==> src/rtl/pc_ctrl_pkg.sv <==
// Shared encodings for the PC-source controller: FSM states, opcode/funct
// values, PC mux selects and the one-hot instruction class.
package pc_ctrl_pkg;

  typedef enum logic [2:0] {
    ST_FETCH  = 3'd0,
    ST_DECODE = 3'd1,
    ST_EXEC   = 3'd2,
    ST_MEM    = 3'd3,
    ST_WB     = 3'd4,
    ST_HALT   = 3'd5
  } state_t;

  localparam logic [5:0] OP_RTYPE = 6'b000000;
  localparam logic [5:0] OP_LW    = 6'b100011;
  localparam logic [5:0] OP_SW    = 6'b101011;
  localparam logic [5:0] OP_ADDI  = 6'b001000;
  localparam logic [5:0] OP_BEQ   = 6'b000100;
  localparam logic [5:0] OP_BNE   = 6'b000101;
  localparam logic [5:0] OP_J     = 6'b000010;

  localparam logic [5:0] FUNCT_JR = 6'b001000;

  // PC mux selects; the datapath mux decodes these same values.
  localparam logic [1:0] PCS_SEQ = 2'b00;
  localparam logic [1:0] PCS_BR  = 2'b01;
  localparam logic [1:0] PCS_JMP = 2'b10;
  localparam logic [1:0] PCS_JR  = 2'b11;

  typedef struct packed {
    logic rtype;
    logic jr;
    logic lw;
    logic sw;
    logic addi;
    logic beq;
    logic bne;
    logic j;
    logic illegal;
  } op_class_t;

endpackage

==> src/rtl/op_classify.sv <==
// Combinational instruction classifier: op/funct to a one-hot class.
module op_classify
  import pc_ctrl_pkg::*;
(
  input  logic [5:0] i_op,
  input  logic [5:0] i_funct,
  output op_class_t  o_class
);

  always_comb begin
    o_class = '0;
    case (i_op)
      // jr is an R-type encoding but leaves the normal R-type flow.
      OP_RTYPE: begin
        if (i_funct == FUNCT_JR) o_class.jr = 1'b1;
        else                     o_class.rtype = 1'b1;
      end
      OP_LW:   o_class.lw      = 1'b1;
      OP_SW:   o_class.sw      = 1'b1;
      OP_ADDI: o_class.addi    = 1'b1;
      OP_BEQ:  o_class.beq     = 1'b1;
      OP_BNE:  o_class.bne     = 1'b1;
      OP_J:    o_class.j       = 1'b1;
      default: o_class.illegal = 1'b1;
    endcase
  end

endmodule

==> src/rtl/pc_source_ctrl.sv <==
// Multi-cycle control FSM selecting the PC source, with Mealy enables and a
// retired-instruction counter.
module pc_source_ctrl
  import pc_ctrl_pkg::*;
#(
  parameter bit          MEM_WAIT_EN = 1'b1,
  parameter int unsigned CNT_W       = 32
) (
  input  logic             clk,
  input  logic             rst_n,
  input  logic [5:0]       op,
  input  logic [5:0]       funct,
  input  logic             zero,
  input  logic             mem_ready,
  output logic [1:0]       pc_source,
  output logic             pc_we,
  output logic             ir_we,
  output logic             mem_req,
  output logic             mem_wr,
  output logic             reg_we,
  output logic             retire,
  output logic [CNT_W-1:0] retired_cnt,
  output logic             halted,
  output logic [2:0]       state
);

  state_t          r_state;
  state_t          w_next;
  logic [CNT_W-1:0] r_cnt;
  logic            r_halted;
  op_class_t       w_class;
  logic            w_ready;
  logic [1:0]      w_pcs;
  logic            w_pc_we;
  logic            w_ir_we;
  logic            w_mem_req;
  logic            w_mem_wr;
  logic            w_reg_we;
  logic            w_retire;

  op_classify u_op_classify (
    .i_op    (op),
    .i_funct (funct),
    .o_class (w_class)
  );

  assign w_ready = MEM_WAIT_EN ? mem_ready : 1'b1;

  always_comb begin
    w_next    = r_state;
    w_pcs     = PCS_SEQ;
    w_pc_we   = 1'b0;
    w_ir_we   = 1'b0;
    w_mem_req = 1'b0;
    w_mem_wr  = 1'b0;
    w_reg_we  = 1'b0;
    w_retire  = 1'b0;
    case (r_state)
      ST_FETCH: begin
        w_mem_req = 1'b1;
        if (w_ready) begin
          w_ir_we = 1'b1;
          w_pc_we = 1'b1;
          w_next  = ST_DECODE;
        end
      end
      ST_DECODE: w_next = w_class.illegal ? ST_HALT : ST_EXEC;
      ST_EXEC: begin
        // Control transfers finish here; everything else moves on.
        if (w_class.beq) begin
          w_pcs    = PCS_BR;
          w_pc_we  = zero;
          w_retire = 1'b1;
          w_next   = ST_FETCH;
        end else if (w_class.bne) begin
          w_pcs    = PCS_BR;
          w_pc_we  = ~zero;
          w_retire = 1'b1;
          w_next   = ST_FETCH;
        end else if (w_class.j) begin
          w_pcs    = PCS_JMP;
          w_pc_we  = 1'b1;
          w_retire = 1'b1;
          w_next   = ST_FETCH;
        end else if (w_class.jr) begin
          w_pcs    = PCS_JR;
          w_pc_we  = 1'b1;
          w_retire = 1'b1;
          w_next   = ST_FETCH;
        end else if (w_class.rtype || w_class.addi) begin
          w_next = ST_WB;
        end else if (w_class.lw || w_class.sw) begin
          w_next = ST_MEM;
        end else begin
          w_next = ST_HALT;
        end
      end
      ST_MEM: begin
        w_mem_req = 1'b1;
        w_mem_wr  = w_class.sw;
        if (w_ready) begin
          if (w_class.sw) begin
            w_retire = 1'b1;
            w_next   = ST_FETCH;
          end else begin
            w_next = ST_WB;
          end
        end
      end
      ST_WB: begin
        w_reg_we = 1'b1;
        w_retire = 1'b1;
        w_next   = ST_FETCH;
      end
      ST_HALT: w_next = ST_HALT;
      default: w_next = ST_FETCH;
    endcase
  end

  // Enables are suppressed during reset so an abandoned access never leaks out.
  assign pc_source   = w_pcs;
  assign pc_we       = rst_n & w_pc_we;
  assign ir_we       = rst_n & w_ir_we;
  assign mem_req     = rst_n & w_mem_req;
  assign mem_wr      = rst_n & w_mem_wr;
  assign reg_we      = rst_n & w_reg_we;
  assign retire      = rst_n & w_retire;
  assign retired_cnt = r_cnt;
  assign halted      = r_halted;
  assign state       = r_state;

  always_ff @(posedge clk) begin
    if (!rst_n) begin
      r_state  <= ST_FETCH;
      r_cnt    <= '0;
      r_halted <= 1'b0;
    end else begin
      r_state  <= w_next;
      r_halted <= (w_next == ST_HALT);
      if (w_retire) r_cnt <= r_cnt + CNT_W'(1);
    end
  end

endmodule

==> config.mk <==
export PLATFORM = sky130hd
export DESIGN_NAME = pc_source_ctrl
export DESIGN_NICKNAME = d
export VERILOG_FILES = /design/src/rtl/pc_ctrl_pkg.sv /design/src/rtl/op_classify.sv /design/src/rtl/pc_source_ctrl.sv
export SDC_FILE = /design/constraint.sdc
export NUM_CORES = 1
export LEC_CHECK = 0
export CORE_MARGIN = 3
export CORE_UTILIZATION = 43
export CTS_BUF_LIST = sky130_fd_sc_hd__clkbuf_2
export CTS_CLUSTER_DIAMETER = 80
export DETAILED_ROUTE_END_ITERATION = 10
export GPL_TIMING_DRIVEN = 0
export PLACE_DENSITY = 0.71
export SYNTH_ARGS = -nofsm -noshare
export SYNTH_HDL_FRONTEND = slang
export SYNTH_HIERARCHICAL = 1
export SYNTH_SLANG_ARGS = --single-unit
==> constraint.sdc <==
create_clock -name clk -period 4.21 [get_ports clk]
set_input_delay 0.842 -clock clk [delete_from_list [all_inputs] [get_ports clk]]
set_output_delay 0.842 -clock clk [all_outputs]
set_load 0.02 [all_outputs]
==> results of run 1 <==
[timing repair]
action / CTS / global route
setup buffers: 0 / 5
pin swaps: 0 / 2
setup endpoints to repair: 4 / 2
gates resized for setup: 11 / 3
[path summary, 6_finish.rpt]
kind / start / end / cells past startpoint
hold / removal: retired_cnt[18] / retired_cnt[18] / 2
setup / recovery: op[5] / retire / 8
setup reg to reg: state[1] / retired_cnt[31] / 7
hold reg to reg: retired_cnt[18] / retired_cnt[18] / 2
[cells in the mapped netlist, drive strengths merged, types with 3 or more instances]
cell and n:
nand4 12, o21ai 6, nor3 5, clkbuf 8
and4 6, a2111oi 5, nor4 5, a21oi 20
nand2b 6, nand3b 4, o31ai 5, xnor2 20
nand2 15, nand3 12, or4 7, or3 4
nor2 36, inv 8, a211oi 11, nor3b 3
dfxtp 36, buf 7
[cell families (layout without fill, tap and decap cells)]
kind of cell               count (synthesis)  in the layout  share of synthesized area
and+or+nand+nor                          125            125                      0.330
adders and majority gates                  1              1                    0.00590
AOI/OAI and AO/OA                         55             55                      0.176
muxes                                      2              2                     0.0100
buffers and inverters                     23             93                     0.0472
xor gates and xnor gates                  22             22                     0.0909
DFF                                       36             36                      0.340
[area by class of cell]
| type | instances | share of cell area |
|---|---|---|
| multi-input combinational | 205 | 0.457 |
| sequential | 36 | 0.251 |
| timing repair buffer | 63 | 0.215 |
| tap | 65 | 0.0283 |
| buffer | 14 | 0.0231 |
| inverter | 8 | 0.0105 |
| clock buffer | 5 | 0.00871 |
| clock inverter | 3 | 0.00654 |
[power by group]
group	switching, mW	total [mW]	leakage (nW)	internal [mW]
combinational	0.0490	0.0887	0.576	0.0397
sequential	0.00453	0.350	0.290	0.345
clock	0.125	0.166	0.0327	0.0402
[worst register-to-register path, delay by kind of cell (launching register included)]
| family | cells | cell delay, ps |
|---|---|---|
| AO/OA/AOI/OAI | 4 | 1180 |
| buffers and inverters | 2 | 390 |
| flip-flops | 1 | 370 |
| AND/OR/NAND/NOR | 1 | 330 |
[per-stage QoR]
step	utilization	hold slack, ps
after floorplan	-	559
after global placement	0.610	479
after detailed placement	0.610	486
after CTS	0.619	514
after global routing	0.629	562
final	0.629	517
[metal layers]
layer / track usage / share of wire / vias to the layer above / wire (um)
li1: - / - / 1115 / -
met1: 0.253 / 0.46 / 1028 / 2560
met2: 0.315 / 0.47 / 71 / 2630
met3: 0.0508 / 0.062 / 10 / 346
met4: 0.0435 / 0.010 / 0 / 56
met5: 0 / 0 / - / 0
[state kept, by name, summed over array words and instances, names as in the netlist]
register,flops
halted,1
retired_cnt,32
state,3
==> results.txt, run 1 <==
----------------------------------------------------
[Status]
  Status ... finished clean

[Cells and area]
  Commonest non-fill, non-tap cells in the layout ... sky130_fd_sc_hd__clkdlybuf4s50_1, sky130_fd_sc_hd__nor2_1, sky130_fd_sc_hd__dfxtp_1
  # fillers ... 442
  Final Instance Area ... 2870 um2
  Antenna diode count ... 0
  Synth-to-layout area growth ... 35.4%
  Non-filler instance count after layout ... 399
  Commonest non-fill, non-tap cell in the layout ... sky130_fd_sc_hd__clkdlybuf4s50_1
  Final-stage net count ... 350
  Multi-input gate area ... 1310 um2
  Sequential Area ... 721 um2
  Fraction of layout instances using a drive strength above 1 ... 0.0898

[CTS]
  Worst skew pair latency ... 390 ps
  CTS sink count ... 36
  # H-tree levels ... 2
  Maximum buffer depth of the clock tree ... 2
  Total CTS buffers ... 5
  TritonCTS clock tree ... built
  Reg clk slew, reported paths ... 200 ps
  Hold buffers post-CTS ... 0
  Root buf cell ... sky130_fd_sc_hd__clkbuf_2

[Worst setup path]
  Maximum fanout encountered on the critical timing path ... 8
  Req. time, crit path ... 3370 ps
  Crit-path max cell delay ... 520 ps
  Worst-path cell chain ... clkdlybuf4s50_1 > or4_4 > or3_4 > nor4b_4 > or4_4 > a22oi_2 > a21oi_1 > clkdlybuf4s15_2
  Startpoint types ... input pin
  Gate family responsible for the most delay along the worst path ... simple AND/OR/NAND/NOR gates
  Reg2reg setup slack ... 1860 ps
  Buf+Inv Stages, Crit Path ... 2
  Cell seen most often among critical-path stages ... sky130_fd_sc_hd__or4_4
  Worst Path Arrival ... 3280 ps
  Endpoint kind of the worst setup timing path ... primary output
  Slowest-stage cell, CP ... sky130_fd_sc_hd__or4_4
  Setup CP Type ... input pin to primary output

[Logic synthesis]
  Area of the mapped netlist ... 2120 um2
  Cells after Synth ... 264
  Number of synthesized flops with an enable pin ... 0
  Synth Warn # ... 6
  Biggest area contributors in the synthesized netlist ... sky130_fd_sc_hd__dfxtp_1, sky130_fd_sc_hd__xnor2_1, sky130_fd_sc_hd__nor2_1
  Library cell occupying the most area in the post-synthesis netlist ... sky130_fd_sc_hd__dfxtp_1
  Async set-or-reset flop fraction in the synthesized netlist ... 0
  Top cell type's share of synthesized area ... 0.340
  Number of distinct library cells after synthesis ... 51
  Dominant synthesized flop cell ... sky130_fd_sc_hd__dfxtp_1
  Post-Syn Area per Cell ... 8.03 um2
  Sequential element share of the synthesized area ... 0.340
  Synth Net Count ... 281
  Register bit count reported by yosys ... 36

[Pwr]
  Power per cell area ... 210 nW/um2
  Lkg Pwr ... 0.899 nW
  Worst-case vdd ir drop ... 107 uV
  Final Total Pwr ... 0.604 mW

[Route]
  Remaining DRCs ... 0
  Final wirelength ... 5600 um
  Detailed-route via count ... 2224
  Antenna-violating nets left ... 0
  Number of violations reported at the end of detailed-routing iteration 0 ... 200
  Vias per std cell ... 5.57
  Pre-antenna DRT Iters ... 4
  Average wire length per cell after detail routing ... 14.0 um

[GRT]
  Total overflow reported by the global router ... 0
  Wire length of the first global-routing pass ... 9460 um
  Maximum number of pins on one net before global-route repair ... 17
  Number of antenna violations at the first check in global routing ... 0
  Vias in the first global route ... 2042
  Global-route usage over all layers ... 0.192

[Die]
  Die outline height ... 76.2 um
  Floorplan row count ... 24
  Starting utilization of the core area ... 0.465
  Floorplan core area ... 4560 um2
  Die area ... 5810 um2
  I/O pins ... 60
  Horiz. Die Dim ... 76.2 um

[STA]
  Upper clock frequency limit ... 0.243 GHz
  Final critical delay including setup and external delays ... 4120 ps
  Worst max-slew margin expressed relative to the limit ... 0.577
  Setup violation total in the final timing report ... 0
  Worst Max-Slew Pin Slew ... 619 ps
  Number of max-slew violations in the final report ... 0
  Final Hold Fails ... 0
  Final WS setup ... 87.5 ps
  Maximum clock skew at final layout ... 9.62 ps
  Share of the cycle needed by the critical path after routing ... 0.979
  Setup TNS after final layout ... 0 ps

[Place]
  Number of instances in the placed design ... 387
  Pre-CTS setup slack ... -620 ps
  Cell Area, Placed ... 2780 um2
  Routability cong. ... 0.791
  Count of input and output buffers ... 58
  DP Wirelength ... 4170 um

[Job]
  MaxCap Viol Count ... 0

[Hold path]
  Worst hold-check path type ... register to register

----------------------------------------------------
No activity file was read; power rests on OpenSTA's default activity.
==> inputs of run 2 (changes only) <==
--- a/config.mk
+++ b/config.mk
@@ -11,7 +11,8 @@
 export CTS_CLUSTER_DIAMETER = 80
 export DETAILED_ROUTE_END_ITERATION = 10
 export GPL_TIMING_DRIVEN = 0
-export PLACE_DENSITY = 0.71
+export PLACE_DENSITY_LB_ADDON = 0.12
+export SKIP_CTS_REPAIR_TIMING = 1
 export SYNTH_ARGS = -nofsm -noshare
 export SYNTH_HDL_FRONTEND = slang
 export SYNTH_HIERARCHICAL = 1
==> run 2 against run 1 <==
Net effect:
- global-route usage shrank 0.10 points
- clock skew grew 5.3 ps
- design area shrank 0.30%
- non-clock buffer count shrank 5
- first-iteration DRC count shrank 17%
- maximum frequency grew 0.66%
==> results.txt, run 2 (same netlist as run 1, synthesis figures left out) <==
----------------------------------------------------
[GRT]
  Maximum number of pins on one net before global-route repair ... 12 (-5)
  Number of antenna violations at the first check in global routing ... 0 (unchanged)
  Total overflow reported by the global router ... 0 (unchanged)
  Global-route usage over all layers ... 0.191 (-0.00104)
  Vias in the first global route ... 1990 (-2.5%)
  Wire length of the first global-routing pass ... 9360 um (-1.1%)

[Route]
  Pre-antenna DRT Iters ... 4 (unchanged)
  Average wire length per cell after detail routing ... 14.0 um (-0.12%)
  Antenna-violating nets left ... 0 (unchanged)
  Vias per std cell ... 5.53 (-0.83%)
  Final wirelength ... 5520 um (-1.4%)
  Remaining DRCs ... 0 (unchanged)
  Detailed-route via count ... 2178 (-2.1%)
  Number of violations reported at the end of detailed-routing iteration 0 ... 166 (-17%)

[STA]
  Final Hold Fails ... 0 (unchanged)
  Worst max-slew margin expressed relative to the limit ... 0.519 (-0.0572)
  Final critical delay including setup and external delays ... 4100 ps (-27.1 ps)
  Upper clock frequency limit ... 0.244 GHz (+0.66%)
  Setup violation total in the final timing report ... 0 (unchanged)
  Number of max-slew violations in the final report ... 0 (unchanged)
  Setup TNS after final layout ... 0 ps (unchanged)
  Share of the cycle needed by the critical path after routing ... 0.973 (-0.00644)
  Maximum clock skew at final layout ... 14.9 ps (+5.29 ps)
  Unrepaired setup endpoints after global routing ... false
  Worst Max-Slew Pin Slew ... 721 ps (+102 ps)
  Final WS setup ... 115 ps (+27.1 ps)

[Worst setup path]
  Cell seen most often among critical-path stages ... sky130_fd_sc_hd__or4_4
  Startpoint types ... input pin
  Worst-path cell chain ... clkdlybuf4s50_1 > or4_4 > or3_4 > nor4b_4 > or4_4 > a22oi_2 > a21oi_2 > clkbuf_2
  Maximum fanout encountered on the critical timing path ... 16 (+8)
  Number of cells on the worst reg-to-reg path ... 6 (-1)
  Worst reg2reg startpoint ... state[1]
  Reg2reg setup slack ... 1880 ps (+20 ps)
  Crit Reg-Reg Endpoint ... retired_cnt[31]
  Endpoint kind of the worst setup timing path ... primary output
  Setup CP Type ... input pin to primary output
  Worst Path Arrival ... 3250 ps (-30 ps)
  Crit-path max cell delay ... 500 ps (-20 ps)
  Req. time, crit path ... 3370 ps (about the same)
  Slowest-stage cell, CP ... sky130_fd_sc_hd__clkdlybuf4s50_1

[CTS]
  Total CTS buffers ... 5 (unchanged)
  # H-tree levels ... 2 (unchanged)
  TritonCTS clock tree ... built
  Worst skew pair latency ... 380 ps (about the same)
  Root buf cell ... sky130_fd_sc_hd__clkbuf_2
  CTS sink count ... 36 (unchanged)
  Reg clk slew, reported paths ... 190 ps (about the same)
  Maximum buffer depth of the clock tree ... 2 (unchanged)

[Hold path]
  Number of cells traversed by the worst hold path ... 2 (unchanged)
  Worst hold-check path type ... register to register
  Capture endpoint of the worst hold path ... retired_cnt[18]
  Worst hold start ... retired_cnt[18]

[Cells and area]
  Final design utilization ... 0.627 (-0.00192)
  Antenna diode count ... 0 (unchanged)
  Commonest non-fill, non-tap cells in the layout ... sky130_fd_sc_hd__clkdlybuf4s50_1, sky130_fd_sc_hd__nor2_1, sky130_fd_sc_hd__dfxtp_1
  Synth-to-layout area growth ... 35.0%
  Non-filler instance count after layout ... 394 (-1.3%)
  # fillers ... 432 (-2.3%)
  Fraction of layout instances using a drive strength above 1 ... 0.0790 (-0.0108)
  Flip-flop count of the largest register after layout ... 32 (unchanged)
  Final-stage net count ... 345 (-1.4%)
  Commonest non-fill, non-tap cell in the layout ... sky130_fd_sc_hd__clkdlybuf4s50_1

[Die]
  Die outline height ... 76.2 um (unchanged)
  Starting utilization of the core area ... 0.465 (unchanged)
  Floorplan core area ... 4560 um2 (unchanged)
  Die area ... 5810 um2 (unchanged)
  Horiz. Die Dim ... 76.2 um (unchanged)
  I/O pins ... 60 (unchanged)
  Floorplan row count ... 24 (unchanged)

[Pwr]
  Final Total Pwr ... 0.655 mW (+8.5%)
  Power per cell area ... 229 nW/um2 (+8.8%)
  Lkg Pwr ... 0.927 nW (+3.0%)
  Worst-case vdd ir drop ... 161 uV (+50%)

[Place]
  DP Wirelength ... 4110 um (-1.3%)
  Number of instances in the placed design ... 387 (unchanged)
  Pre-CTS setup slack ... -640 ps (-20.3 ps)
  Count of input and output buffers ... 58 (unchanged)
  Routability cong. ... 0.868 (+9.6%)

[Job]
  MaxCap Viol Count ... 0 (unchanged)

[Status]
  Status ... finished clean

----------------------------------------------------
-- run 2: power by group --
| part | total (mW) | switching, mW | internal, mW |
|---|---|---|---|
| combinational | 0.0882 | 0.0489 | 0.0393 |
| sequential | 0.350 | 0.00503 | 0.345 |
| clock | 0.217 | 0.115 | 0.102 |
| total | 0.655 | 0.169 | 0.487 |
-- run 2: area by class of cell --
type                            count  area [um2]  area share
Tap cell                           65        81.3      0.0284
Clock buffer                        6        30.0      0.0105
Timing Repair Buffer               58         583       0.204
Buffer                             14        66.3      0.0232
Clock inverter                      2        35.0      0.0122
Inverter                            8        30.0      0.0105
Multi-Input combinational cell    205        1320       0.460
Sequential cell                    36         721       0.252
-- run 2: metal layers --
| layer | track usage | wire length [um] | vias to the layer above |
|---|---|---|---|
| met3 | 0.0414 | 316 | 7 |
| met5 | 0 | 0 | - |
| li1 | - | - | 1102 |
| met2 | 0.318 | 2590 | 62 |
| met4 | 0.0525 | 65 | 0 |
| met1 | 0.249 | 2550 | 1007 |
-- run 2: how the worst max path moves through the flow --
stage           from     end  slack [ps]  cells after the start
2_1_floorplan  op[1]   pc_we         460                      6
3_3_place_gp   op[1]  retire        -620                      9
3_5_place_dp   op[1]  retire        -640                      9
4_1_cts        op[1]  retire        -640                      9
5_1_grt        op[4]  retire           3                      8
6_report       op[4]  retire         110                      8
-- run 2: worst max-delay path, delay by kind of cell --
kind | cells | cell delay [ps]
buffers and inverters | 2 | 690
AO/OA/AOI/OAI | 2 | 410
AND/OR/NAND/NOR | 4 | 1310
-- run 2: stage by stage --
step | instance area, um2 | hold WS [ps]
6_report | 2860 | 516
5_1_grt | 2860 | 538
4_1_cts | 2850 | 511
3_5_place_dp | 2780 | 487
3_3_place_gp | 2780 | 481
2_1_floorplan | 2120 | 559
==> inputs of run 3 (changes only) <==
--- a/config.mk
+++ b/config.mk
@@ -9,6 +9,7 @@
 export CORE_UTILIZATION = 43
 export CTS_BUF_LIST = sky130_fd_sc_hd__clkbuf_2
 export CTS_CLUSTER_DIAMETER = 80
+export CTS_CLUSTER_SIZE = 24
 export DETAILED_ROUTE_END_ITERATION = 10
 export GPL_TIMING_DRIVEN = 0
 export PLACE_DENSITY_LB_ADDON = 0.12
==> constraint.sdc (replaced) <==
create_clock -name clk -period 5.18 [get_ports clk]
set_input_delay 1.036 -clock clk [delete_from_list [all_inputs] [get_ports clk]]
set_output_delay 1.036 -clock clk [all_outputs]
set_load 0.02 [all_outputs]
==> run 3 against run 2 <==
Net effect:
- sequential cell count did not move
- clock power is 18% lower
- register-to-register slack better by 980 ps
- die area stayed put
- sequential power decreased by 19%
- sequential share of layout area grew 0.12 points
- first-iteration DRC count fell by 7.8%
- clock skew about the same
- final cell count unchanged
- via count is 0.92% lower
- routed wire length is 0.20% higher
- hold slack lost 1.1 ps
- largest cell class unchanged
==> results.txt, run 3 (same netlist as run 1, synthesis figures left out) <==
----------------------------------------------------
[Job]
  MaxCap Viol Count ... 0 (unchanged)

[Worst setup path]
  Worst Path Arrival ... 3760 ps (+510 ps)
  Setup CP Type ... input pin to primary output
  Maximum fanout encountered on the critical timing path ... 5 (-11)
  Endpoint kind of the worst setup timing path ... primary output
  Startpoint types ... input pin
  Worst reg2reg startpoint ... state[1]
  Req. time, crit path ... 4140 ps (+770 ps)
  Worst setup path startpoint ... op[1]

[CTS]
  Total CTS buffers ... 5 (unchanged)
  Maximum buffer depth of the clock tree ... 2 (unchanged)
  Reg clk slew, reported paths ... 190 ps (about the same)
  # H-tree levels ... 2 (unchanged)
  Worst skew pair latency ... 380 ps (about the same)
  TritonCTS clock tree ... built
  Root buf cell ... sky130_fd_sc_hd__clkbuf_2
  CTS sink count ... 36 (unchanged)

[Cells and area]
  # fillers ... 436 (+0.93%)
  Final Instance Area ... 2850 um2 (-0.48%)
  Fraction of layout instances using a drive strength above 1 ... 0.0669 (-0.0122)
  Flip-flop count of the largest register after layout ... 32 (unchanged)
  Commonest non-fill, non-tap cells in the layout ... sky130_fd_sc_hd__clkdlybuf4s50_1, sky130_fd_sc_hd__nor2_1, sky130_fd_sc_hd__dfxtp_1
  Final-stage net count ... 345 (unchanged)
  Commonest non-fill, non-tap cell in the layout ... sky130_fd_sc_hd__clkdlybuf4s50_1
  Synth-to-layout area growth ... 34.3%
  Antenna diode count ... 0 (unchanged)

[STA]
  Final Hold Fails ... 0 (unchanged)
  Unrepaired setup endpoints after global routing ... false
  Worst max-slew margin expressed relative to the limit ... 0.538 (+0.0186)
  Worst Max-Slew Pin Slew ... 693 ps (-27.9 ps)
  Number of max-slew violations in the final report ... 0 (unchanged)
  Final critical delay including setup and external delays ... 4790 ps
  Upper clock frequency limit ... 0.209 GHz
  Share of the cycle needed by the critical path after routing ... 0.925
  Setup TNS after final layout ... 0 ps (unchanged)
  Maximum clock skew at final layout ... 15.1 ps (+0.184 ps)
  Setup violation total in the final timing report ... 0 (unchanged)

[Die]
  Horiz. Die Dim ... 76.2 um (unchanged)
  Starting utilization of the core area ... 0.465 (unchanged)
  I/O pins ... 60 (unchanged)
  Floorplan core area ... 4560 um2 (unchanged)
  Floorplan row count ... 24 (unchanged)
  Die area ... 5810 um2 (unchanged)
  Die outline height ... 76.2 um (unchanged)

[GRT]
  Wire length of the first global-routing pass ... 9360 um (unchanged)
  Total overflow reported by the global router ... 0 (unchanged)
  Vias in the first global route ... 1990 (unchanged)
  Maximum number of pins on one net before global-route repair ... 12 (unchanged)
  Number of antenna violations at the first check in global routing ... 0 (unchanged)
  Global-route usage over all layers ... 0.191 (unchanged)

[Route]
  Detailed-route via count ... 2158 (-0.92%)
  Vias per std cell ... 5.48 (-0.92%)
  Average wire length per cell after detail routing ... 14.0 um (+0.20%)
  Remaining DRCs ... 0 (unchanged)
  Number of violations reported at the end of detailed-routing iteration 0 ... 153 (-7.8%)
  Final wirelength ... 5530 um (+0.20%)
  Antenna-violating nets left ... 0 (unchanged)
  Pre-antenna DRT Iters ... 4 (unchanged)

[Pwr]
  Lkg Pwr ... 0.889 nW (-4.1%)
  Final Total Pwr ... 0.533 mW (-19%)
  Worst-case vdd ir drop ... 131 uV (-19%)
  Power per cell area ... 187 nW/um2 (-18%)

[Hold path]
  Worst hold start ... retired_cnt[18]
  Worst hold-check path type ... register to register

[Place]
  Routability cong. ... 0.868 (unchanged)
  Cell Area, Placed ... 2780 um2 (unchanged)
  Count of input and output buffers ... 58 (unchanged)
  DP Wirelength ... 4110 um (unchanged)

[Status]
  Status ... finished clean

----------------------------------------------------
run 3: cell count changes in the layout (fill, tap and decap cells not counted), sizes merged:
cell	change
clkbuf	-1
dlymetal6s2s	-3
clkdlybuf4s50	+5
buf	-1
run 3: final timing paths:
| path | to | slack (ps) | depth (start not counted) |
|---|---|---|---|
| max reg2reg | retired_cnt[31] | 2860 | 6 |
| max | pc_source[1] | 390 | 7 |
| min | retired_cnt[18] | 520 | 2 |
| min reg2reg | retired_cnt[18] | 520 | 2 |
run 3: routing by layer:
layer | global-route usage | up-vias | part of all wire
met5 | 0 | - | 0
met2 | 0.318 | 53 | 0.47
met1 | 0.249 | 997 | 0.47
li1 | - | 1101 | -
met3 | 0.0414 | 7 | 0.049
met4 | 0.0525 | 0 | 0.011
run 3: through the flow:
step,hold WS [ps],instances,worst slack (ps),utilization
2_1_floorplan,559,264,1040,-
3_3_place_gp,481,387,-34.5,0.610
3_5_place_dp,487,387,-58.1,0.610
4_1_cts,511,395,-57.1,0.624
5_1_grt,538,394,204,0.624
6_report,515,394,388,0.624
run 3: layout make-up:
cell class	count	area, um2	area share
clock inverter	2	35.0	0.0123
tap	65	81.3	0.0285
inverter	8	30.0	0.0105
timing repair buffer	58	586	0.206
sequential	36	721	0.253
clock buffer	6	30.0	0.0105
buffer	14	66.3	0.0233
multi-input combinational	205	1300	0.456
run 3: worst max-delay path, stage by stage:
cell	delay [ps]
sky130_fd_sc_hd__clkdlybuf4s50_1	470
sky130_fd_sc_hd__or4_4	570
sky130_fd_sc_hd__or3_4	350
sky130_fd_sc_hd__nor4b_2	330
sky130_fd_sc_hd__nor2_1	120
sky130_fd_sc_hd__nor4_1	220
sky130_fd_sc_hd__clkdlybuf4s50_1	660
run 3: where the power goes:
group	internal, mW	switching [mW]
Combinational	0.0327	0.0391
Clock	0.0831	0.0940
Sequential	0.280	0.00408
